===== src/rtl/reaction_game_ctrl_if.sv =====
// Signal bundle between the reaction game round controller and its
// button/LFSR sources and display/decoder consumers.
interface reaction_game_ctrl_if;
  logic        start;
  logic        react;
  logic [11:0] rnd;
  logic        led;
  logic        busy;
  logic [13:0] result_ms;
  logic        result_valid;
  logic        false_start;
  logic        timeout;
  logic [13:0] best_ms;
  logic [2:0]  state;

  modport master (
    output start, react, rnd,
    input  led, busy, result_ms, result_valid, false_start, timeout, best_ms, state
  );

  modport slave (
    input  start, react, rnd,
    output led, busy, result_ms, result_valid, false_start, timeout, best_ms, state
  );
endinterface


===== src/rtl/reaction_game_ctrl.sv =====
// Reaction timer round controller: random pre-stimulus delay, ms reaction
// timing, false-start/timeout detection and best-time tracking.
module reaction_game_ctrl #(
  parameter int TICK_DIV     = 50000,
  parameter int MIN_DELAY_MS = 1000,
  parameter int TIMEOUT_MS   = 9999
) (
  input logic                 cin,
  input logic                 rst,
  reaction_game_ctrl_if.slave bus
);
  localparam int PW = (TICK_DIV > 1) ? $clog2(TICK_DIV) : 1;

  typedef enum logic [2:0] {
    IDLE  = 3'd0,
    WAIT  = 3'd1,
    GO    = 3'd2,
    SHOW  = 3'd3,
    FAULT = 3'd4
  } state_t;

  state_t        state_reg, state_next;
  logic          start_q_reg, react_q_reg;
  logic          start_e, react_e;
  logic [PW-1:0] prescaler_reg, prescaler_next;
  logic [13:0]   ms_cnt_reg, ms_cnt_next;
  logic [12:0]   delay_ms_reg, delay_ms_next;
  logic          tick, delay_done, timeout_hit, entering;

  logic          led_reg, led_next;
  logic          busy_reg, busy_next;
  logic [13:0]   result_ms_reg, result_ms_next;
  logic          result_valid_reg, result_valid_next;
  logic          false_start_reg, false_start_next;
  logic          timeout_reg, timeout_next;
  logic [13:0]   best_ms_reg, best_ms_next;

  assign start_e     = bus.start & ~start_q_reg;
  assign react_e     = bus.react & ~react_q_reg;
  assign tick        = (prescaler_reg == PW'(TICK_DIV - 1));
  assign delay_done  = tick && (ms_cnt_reg == ({1'b0, delay_ms_reg} - 14'd1));
  assign timeout_hit = tick && (ms_cnt_reg == 14'(TIMEOUT_MS - 1));
  assign entering    = (state_next != state_reg) &&
                       ((state_next == WAIT) || (state_next == GO));

  always_ff @(posedge cin or posedge rst) begin
    if (rst) begin
      state_reg <= IDLE;
    end else begin
      state_reg <= state_next;
    end
  end

  // A press always beats a coincident delay-expiry or timeout tick.
  always_comb begin
    state_next = state_reg;
    case (state_reg)
      IDLE, SHOW, FAULT: begin
        if (start_e) state_next = WAIT;
      end
      WAIT: begin
        if (react_e)         state_next = FAULT;
        else if (delay_done) state_next = GO;
      end
      GO: begin
        if (react_e)          state_next = SHOW;
        else if (timeout_hit) state_next = FAULT;
      end
      default: state_next = IDLE;
    endcase
  end

  always_comb begin
    led_next          = (state_next == GO);
    busy_next         = (state_next == WAIT) || (state_next == GO);
    result_ms_next    = result_ms_reg;
    result_valid_next = result_valid_reg;
    false_start_next  = false_start_reg;
    timeout_next      = timeout_reg;
    best_ms_next      = best_ms_reg;
    delay_ms_next     = delay_ms_reg;
    case (state_reg)
      IDLE, SHOW, FAULT: begin
        // result_ms is stable throughout SHOW, so best lands one cycle after entry
        if ((state_reg == SHOW) && (result_ms_reg < best_ms_reg)) begin
          best_ms_next = result_ms_reg;
        end
        if (start_e) begin
          delay_ms_next     = 13'(MIN_DELAY_MS) + {1'b0, bus.rnd};
          result_valid_next = 1'b0;
          false_start_next  = 1'b0;
          timeout_next      = 1'b0;
        end
      end
      WAIT: begin
        if (react_e) false_start_next = 1'b1;
      end
      GO: begin
        if (react_e) begin
          result_ms_next    = ms_cnt_reg;
          result_valid_next = 1'b1;
        end else if (timeout_hit) begin
          timeout_next   = 1'b1;
          result_ms_next = 14'(TIMEOUT_MS);
        end
      end
      default: ;
    endcase
  end

  always_comb begin
    prescaler_next = tick ? '0 : prescaler_reg + PW'(1);
    ms_cnt_next    = ms_cnt_reg;
    if (tick && ((state_reg == WAIT) || (state_reg == GO))) begin
      ms_cnt_next = ms_cnt_reg + 14'd1;
    end
    if (entering) begin
      prescaler_next = '0;
      ms_cnt_next    = '0;
    end
  end

  // Edge registers reset high so a button held through reset yields no edge.
  always_ff @(posedge cin or posedge rst) begin
    if (rst) begin
      start_q_reg      <= 1'b1;
      react_q_reg      <= 1'b1;
      prescaler_reg    <= '0;
      ms_cnt_reg       <= '0;
      delay_ms_reg     <= '0;
      led_reg          <= 1'b0;
      busy_reg         <= 1'b0;
      result_ms_reg    <= '0;
      result_valid_reg <= 1'b0;
      false_start_reg  <= 1'b0;
      timeout_reg      <= 1'b0;
      best_ms_reg      <= 14'h3FFF;
    end else begin
      start_q_reg      <= bus.start;
      react_q_reg      <= bus.react;
      prescaler_reg    <= prescaler_next;
      ms_cnt_reg       <= ms_cnt_next;
      delay_ms_reg     <= delay_ms_next;
      led_reg          <= led_next;
      busy_reg         <= busy_next;
      result_ms_reg    <= result_ms_next;
      result_valid_reg <= result_valid_next;
      false_start_reg  <= false_start_next;
      timeout_reg      <= timeout_next;
      best_ms_reg      <= best_ms_next;
    end
  end

  assign bus.led          = led_reg;
  assign bus.busy         = busy_reg;
  assign bus.result_ms    = result_ms_reg;
  assign bus.result_valid = result_valid_reg;
  assign bus.false_start  = false_start_reg;
  assign bus.timeout      = timeout_reg;
  assign bus.best_ms      = best_ms_reg;
  assign bus.state        = state_reg;
endmodule


===== src/flat_wrapper.sv =====
// flat-port wrapper written by rule: the top's interface ports become plain ports
module reaction_game_ctrl_flat 
#(
  parameter int TICK_DIV     = 50000,
  parameter int MIN_DELAY_MS = 1000,
  parameter int TIMEOUT_MS   = 9999
)
  (cin, rst, bus_start, bus_react, bus_rnd, bus_led, bus_busy, bus_result_ms, bus_result_valid, bus_false_start, bus_timeout, bus_best_ms, bus_state);
  reaction_game_ctrl_if bus_i ();
  input logic cin;
  input logic rst;
  input wire logic [$bits(bus_i.start)-1:0] bus_start;
  input wire logic [$bits(bus_i.react)-1:0] bus_react;
  input wire logic [$bits(bus_i.rnd)-1:0] bus_rnd;
  output wire logic [$bits(bus_i.led)-1:0] bus_led;
  output wire logic [$bits(bus_i.busy)-1:0] bus_busy;
  output wire logic [$bits(bus_i.result_ms)-1:0] bus_result_ms;
  output wire logic [$bits(bus_i.result_valid)-1:0] bus_result_valid;
  output wire logic [$bits(bus_i.false_start)-1:0] bus_false_start;
  output wire logic [$bits(bus_i.timeout)-1:0] bus_timeout;
  output wire logic [$bits(bus_i.best_ms)-1:0] bus_best_ms;
  output wire logic [$bits(bus_i.state)-1:0] bus_state;
  assign bus_i.start = bus_start;
  assign bus_i.react = bus_react;
  assign bus_i.rnd = bus_rnd;
  assign bus_led = bus_i.led;
  assign bus_busy = bus_i.busy;
  assign bus_result_ms = bus_i.result_ms;
  assign bus_result_valid = bus_i.result_valid;
  assign bus_false_start = bus_i.false_start;
  assign bus_timeout = bus_i.timeout;
  assign bus_best_ms = bus_i.best_ms;
  assign bus_state = bus_i.state;
  reaction_game_ctrl #(.TICK_DIV(TICK_DIV), .MIN_DELAY_MS(MIN_DELAY_MS), .TIMEOUT_MS(TIMEOUT_MS)) u_core (.cin(cin), .rst(rst), .bus(bus_i));
endmodule

===== config.mk =====
export PLATFORM = sky130hd
export DESIGN_NAME = reaction_game_ctrl_flat
export DESIGN_NICKNAME = d
export VERILOG_FILES = /design/src/rtl/reaction_game_ctrl_if.sv /design/src/rtl/reaction_game_ctrl.sv /design/src/flat_wrapper.sv
export SDC_FILE = /design/constraint.sdc
export NUM_CORES = 1
export LEC_CHECK = 0
export CELL_PAD_IN_SITES_DETAIL_PLACEMENT = 1
export CELL_PAD_IN_SITES_GLOBAL_PLACEMENT = 2
export CORE_MARGIN = 10
export CORE_UTILIZATION = 37
export CTS_BUF_LIST = sky130_fd_sc_hd__clkbuf_16
export CTS_CLUSTER_DIAMETER = 60
export DETAILED_ROUTE_END_ITERATION = 10
export HOLD_SLACK_MARGIN = 0.12
export PLACE_DENSITY_LB_ADDON = 0.1
export SYNTH_ARGS = -nofsm -noshare
export SYNTH_HDL_FRONTEND = slang
export SYNTH_SLANG_ARGS = --single-unit

===== constraint.sdc =====
create_clock -name cin -period 10.2 [get_ports cin]
set_clock_uncertainty 0.1 [all_clocks]
set_input_delay 2.04 -clock cin [delete_from_list [all_inputs] [get_ports cin]]
set_output_delay 2.04 -clock cin [all_outputs]
set_load 0.05 [all_outputs]

; ---- After elaboration in Yosys (flattened, before gate mapping)
; Cells that the tools add are included.
[totals]
input_bits = 16
register_bits = 81
out_inout_bits = 36
[classes]
mux = 19
addsub = 4
bitwise_logic = 4
n_eq_ne = 15
reduce_logical = 19
magnitude_cmp = 1
[op_table]
columns = operator, n
row1 = 2-to-1 mux 14 bit, 4
row2 = 2-to-1 mux 16 bit, 2
row3 = "adder 16 x 1 -> 16 bit, second input constant", 1
row4 = "== test 16 bit, second input constant", 1
row5 = 2-to-1 mux 3 bit, 5
row6 = "adder 14 x 1 -> 14 bit, second input constant", 1
row7 = == test 14 bit, 1
row8 = "== test 14 bit, second input constant", 1
row9 = less-than comparator 14 bit, 1
row10 = "subtractor 13 x 1 -> 14 bit, second input constant", 1
row11 = "adder 10 x 12 -> 13 bit, first input constant", 1
row12 = "== test 3 x 2 -> 1 bit, second input constant", 3
row13 = one-hot mux 3 bit (3 select lines), 1
row14 = "inequality test 2 x 1 -> 1 bit, second input constant", 4
row15 = nonzero test 2 bit, 4
row16 = "== test 3 x 1 -> 1 bit, second input constant", 2
row17 = one-hot mux 1 bit (2 select lines), 3
row18 = AND reduction 2 bit, 3
row19 = AND reduction 3 bit, 2
row20 = logical AND 1 bit, 5
row21 = 2-to-1 mux 1 bit, 4
row22 = AND reduction 4 bit, 1
row23 = "== test 3 bit, second input constant", 1
row24 = logical NOT 3 bit, 1
row25 = other kinds (6), 9

; ---- Longest topological paths before layout
[logic_depth]
word_depth = 10
ltp_mapped = 11
mapped_depth_nobuf = 9

; ---- Least setup slack after synthesis
; No wires, ideal clock.
[synth_path]
kind = input to register
start = input port bus_start
end = register u_core.prescaler_reg[10]
slack_ns = 6.480
arrival_ns = 3.488
stages = 7
required_time_ns = 9.968
path_buffers = 2
setup_ns = 0.132
path_cell_list = nor2b_1 > o21ai_0 > a21oi_1 > or2_2 > clkbuf_1 > clkbuf_1 > nor2_1
[synth_between]
elab_chain_len = 7
[synth_lines]
columns = item, line
row1 = start: declaration, flat_wrapper.sv:12  ; input wire logic [$bits(bus_i.start)-1:0] bus_start;
row2 = bitwise AND 1 bit (*), reaction_game_ctrl.sv:38  ; assign start_e = bus.start & ~start_q_reg;
row3 = 2-to-1 mux 3 bit (*), reaction_game_ctrl.sv:59  ; if (start_e) state_next = WAIT;
row4 = one-hot mux 3 bit (3 select lines) (*), reaction_game_ctrl.sv:57  ; case (state_reg)
row5 = == test 3 x 1 -> 1 bit / == test 3 x 2 -> 1 bit (equally long branches), reaction_game_ctrl.sv:44  ; ((state_next == WAIT) || (state_next == GO));
row6 = logical OR 1 bit, reaction_game_ctrl.sv:44
row7 = logical AND 1 bit (*), reaction_game_ctrl.sv:43  ; assign entering = (state_next != state_reg) &&
row8 = 2-to-1 mux 16 bit (*), reaction_game_ctrl.sv:117  ; if (entering) begin
row9 = net u_core.prescaler_next[10], reaction_game_ctrl.sv:25  ; logic [PW-1:0] prescaler_reg, prescaler_next;
row10 = end signal: assignment, reaction_game_ctrl.sv:141  ; prescaler_reg <= prescaler_next;
row11 = end: declaration, reaction_game_ctrl.sv:25
; The timed path passes the listed nets; every way through them passes the cells marked *.
; A chain may end at the register's enable or synchronous reset.

; ---- Worst setup path after layout
[layout_path]
start = input port bus_start
end = register u_core.prescaler_reg[12]
; Same word-level chain as after synthesis.

==> impl_metrics.csv <==
group,metric,value,unit
clocking,cts_inserted_buffers,9,
timing,hold_violations,0,
synth,synthesis.yosys.warnings,0,
timing,slew-limit-headroom,23.7,%
placement,placement.setup.worst_slack,5780,ps
clocking,post_cts.resized_instances,0,
timing,timing.final.setup_violations,0,
timing,layout_setup_ws,6140,ps
final_layout,largest_register_ff_count,16,
global_route,grt_max_degree,82,
floorplan,rows,39,
setup_path,setup.worst_path.class,"in -> reg",
synth,async_flop_share,100,%
timing,tightest_slew,1140,ps
timing,final_period_minus_worst_setup_slack,4060,ps
timing,final.setup.tns,0,ps
floorplan,coreArea,0.0115,mm²
power,total_power,1.16,mW
final_layout,area_delta_synth_final,21.4,%
setup_path,timing.critical_path.arrival,4170,ps
clocking,clkLatencyLatePin,340,ps
timing,max_freq,247,MHz
setup_path,cp_cell_sequence,"clkdlybuf4s50_1 -> nor2b_1 -> o21ai_0 -> a21oi_1 -> or2_2 -> nor2_1",
floorplan,design.die.area,0.0165,mm²
final_layout,register_area,0.00205,mm²
setup_path,worstPathRequired,10310,ps
drt,detail_route.vias_per_cell,5.27,
drt,detail_route.wl_per_cell,16.9,µm
drt,routed_vias,3338,
clocking,numClockSinks,81,
drt,initialDrtViolationCount,138,
final_layout,fillers,1297,
power,power_density,219,mW/mm²
timing,timing.final.crit_share,39.8,%
setup_path,endpoint_kind,"register",
run_status,run_status,"completed",
final_layout,final_net_count,519,
synth,syn-num-nets,471,
clocking,cts_hold_repair.buffers,0,
clocking,cts_tree,"done",
global_route,antenna_found_initial,0,
placement,dpl.cell_count,617,
hold_path,timing.hold.worst.class,"reg -> reg",
synth,syn_inst,437,
drt,detail-route-antenna-nets,0,
global_route,grt_pass1_vias,3499,
timing,finalHoldWorstSlack,360,ps
synth,syn_area,0.00435,mm²
power,p_leak,2.26,nW
final_layout,layout_common_cells,"sky130_fd_sc_hd__dfrtp_1, sky130_fd_sc_hd__clkdlybuf4s50_1, sky130_fd_sc_hd__nor2_1",
global_route,global_route_wire_length_before_repair,18200,µm
global_route,grt_overflow_total,0,
timing,grt_setup_unrepaired,"no",
floorplan,initial_core_util,38.0,%
final_layout,final_common_cell,"sky130_fd_sc_hd__dfrtp_1",
clocking,cts.htree.levels,3,
synth,synth_seq_area_share,47.0,%
job,cap_violations,0,
setup_path,cp_slowest_stage_delay,610,ps
synth,distinct_cell_type_count_after_synthesis,53,
clocking,buffer_levels_on_the_longest_clock_path,2,
synth,synthFlopType,"sky130_fd_sc_hd__dfrtp_1",
setup_path,cp_max_fo,15,
floorplan,chipHeight,128,µm
clocking,clkSlewWorstSetupHoldPaths,60,ps
drt,drt_first_pass_iters,4,
synth,postSynthAreaPerCell,9.96,µm²
placement,dp.final_hpwl,7860,µm
placement,gp_congestion,0.828,
floorplan,die_width,128,µm
final_layout,diodes,0,
global_route,grtUsageTotal,13.5,%
power,vdd_ir_drop_max,127,µV
final_layout,multiInputGateArea,0.00217,mm²
setup_path,startpoint_type,"primary input",
setup_path,worst_path_max_delay_cell,"sky130_fd_sc_hd__a21oi_1",
final_layout,finalNonFillerCells,633,
clocking,postCtsSetupRepairBufs,0,
synth,synth_edf_count,0,
timing,slew_violations,0,
floorplan,floorplan.io_pins,52,
placement,numPortBuffers,51,
drt,drc,0,
drt,routed_wirelength,10700,µm
synth,synth-seq-cells,81,
clocking,cts-root-buf,"sky130_fd_sc_hd__clkbuf_16",
final_layout,post_route_cells_drive_above_1_share,11.2,%
-- report_power, final --
| group | internal [mW] | leakage, nW | switching [mW] | total (mW) |
|---|---|---|---|---|
| Clock | 0.189 | 0.137 | 0.135 | 0.324 |
| Sequential | 0.381 | 1.03 | 0.0735 | 0.454 |
| Combinational | 0.152 | 1.09 | 0.229 | 0.381 |
| Total | 0.722 | 2.26 | 0.438 | 1.16 |
-- stage by stage --
step                      utilization, %  instance area, µm²
after CTS                           46.1                5290
final                               46.1                5290
after floorplan                        -                4350
after detailed placement            43.5                4990
after global routing                46.1                5290
after global placement              43.5                4990
-- logic make-up after synthesis --
kind of cell / after synthesis / share of synthesized area (%)
and+or+nand+nor: 164 / 19.0
DFF: 81 / 47.0
adders and majority gates: 18 / 5.17
AOI/OAI and AO/OA: 73 / 11.6
xor gates and xnor gates: 49 / 9.86
muxes: 16 / 4.08
buffers and inverters: 36 / 3.30
-- critical path, delay by kind of cell --
| family | cells | cell delay [ps] |
|---|---|---|
| compound gates | 2 | 840 |
| simple gates | 3 | 810 |
| buf+inv | 1 | 470 |
-- cell type report --
| type | count | share of cell area, % |
|---|---|---|
| clock buffer | 9 | 4.26 |
| clock inverter | 7 | 1.33 |
| inverter | 21 | 1.51 |
| multi-input combinational | 320 | 41.0 |
| sequential | 81 | 38.7 |
| tap | 143 | 3.38 |
| timing repair buffer | 52 | 9.80 |
-- cells in the mapped netlist, drive strengths merged (3+ instances only) --
cell type / count / area [µm²]
a211oi: 3 / 22.5
a21o: 4 / 30.0
a21oi: 12 / 60.1
a22o: 8 / 70.1
and2: 4 / 25.0
and3: 12 / 75.1
clkbuf: 13 / 48.8
dfrtp: 65 / 1630
dfstp: 16 / 420
ha: 18 / 225
inv: 21 / 78.8
mux2: 14 / 158
nand2: 38 / 143
nand2b: 4 / 25.0
nand3: 9 / 45.0
nand4: 9 / 56.3
nor2: 50 / 188
nor2b: 4 / 25.0
nor3: 9 / 50.1
nor4: 3 / 18.8
o21ai: 23 / 134
o22a: 7 / 61.3
o31ai: 3 / 22.5
or3: 7 / 43.8
or4: 5 / 41.3
or4b: 3 / 30.0
xnor2: 24 / 210
xor2: 25 / 219
-- path summary, 6_finish.rpt --
kind	from	endpoint	slack [ps]	cells past startpoint
worst min-delay path	u_core.prescaler_reg[0]$_DFF_PP0_	u_core.prescaler_reg[0]$_DFF_PP0_	360	1
max in group asynchronous	rst	u_core.prescaler_reg[14]$_DFF_PP0_	7070	3
worst min register to register	u_core.prescaler_reg[0]$_DFF_PP0_	u_core.prescaler_reg[0]$_DFF_PP0_	360	1
worst max register to register	u_core.delay_ms_reg[0]$_DFFE_PP0P_	u_core.ms_cnt_reg[6]$_DFFE_PP0P_	6690	9
min in group asynchronous	rst	u_core.bus.result_ms[10]$_DFFE_PP0P_	2260	3
worst max-delay path	bus_start	u_core.prescaler_reg[12]$_DFF_PP0_	6140	6
-- per-layer routing --
metal | up-vias | wire, µm | track usage (%)
li1 | 1630 | - | -
met1 | 1653 | 5100 | 17.2
met2 | 44 | 5030 | 21.9
met3 | 11 | 471 | 3.33
met4 | 0 | 121 | 4.44
met5 | - | 0 | 0
No activity file was read; power rests on OpenSTA's default activity.
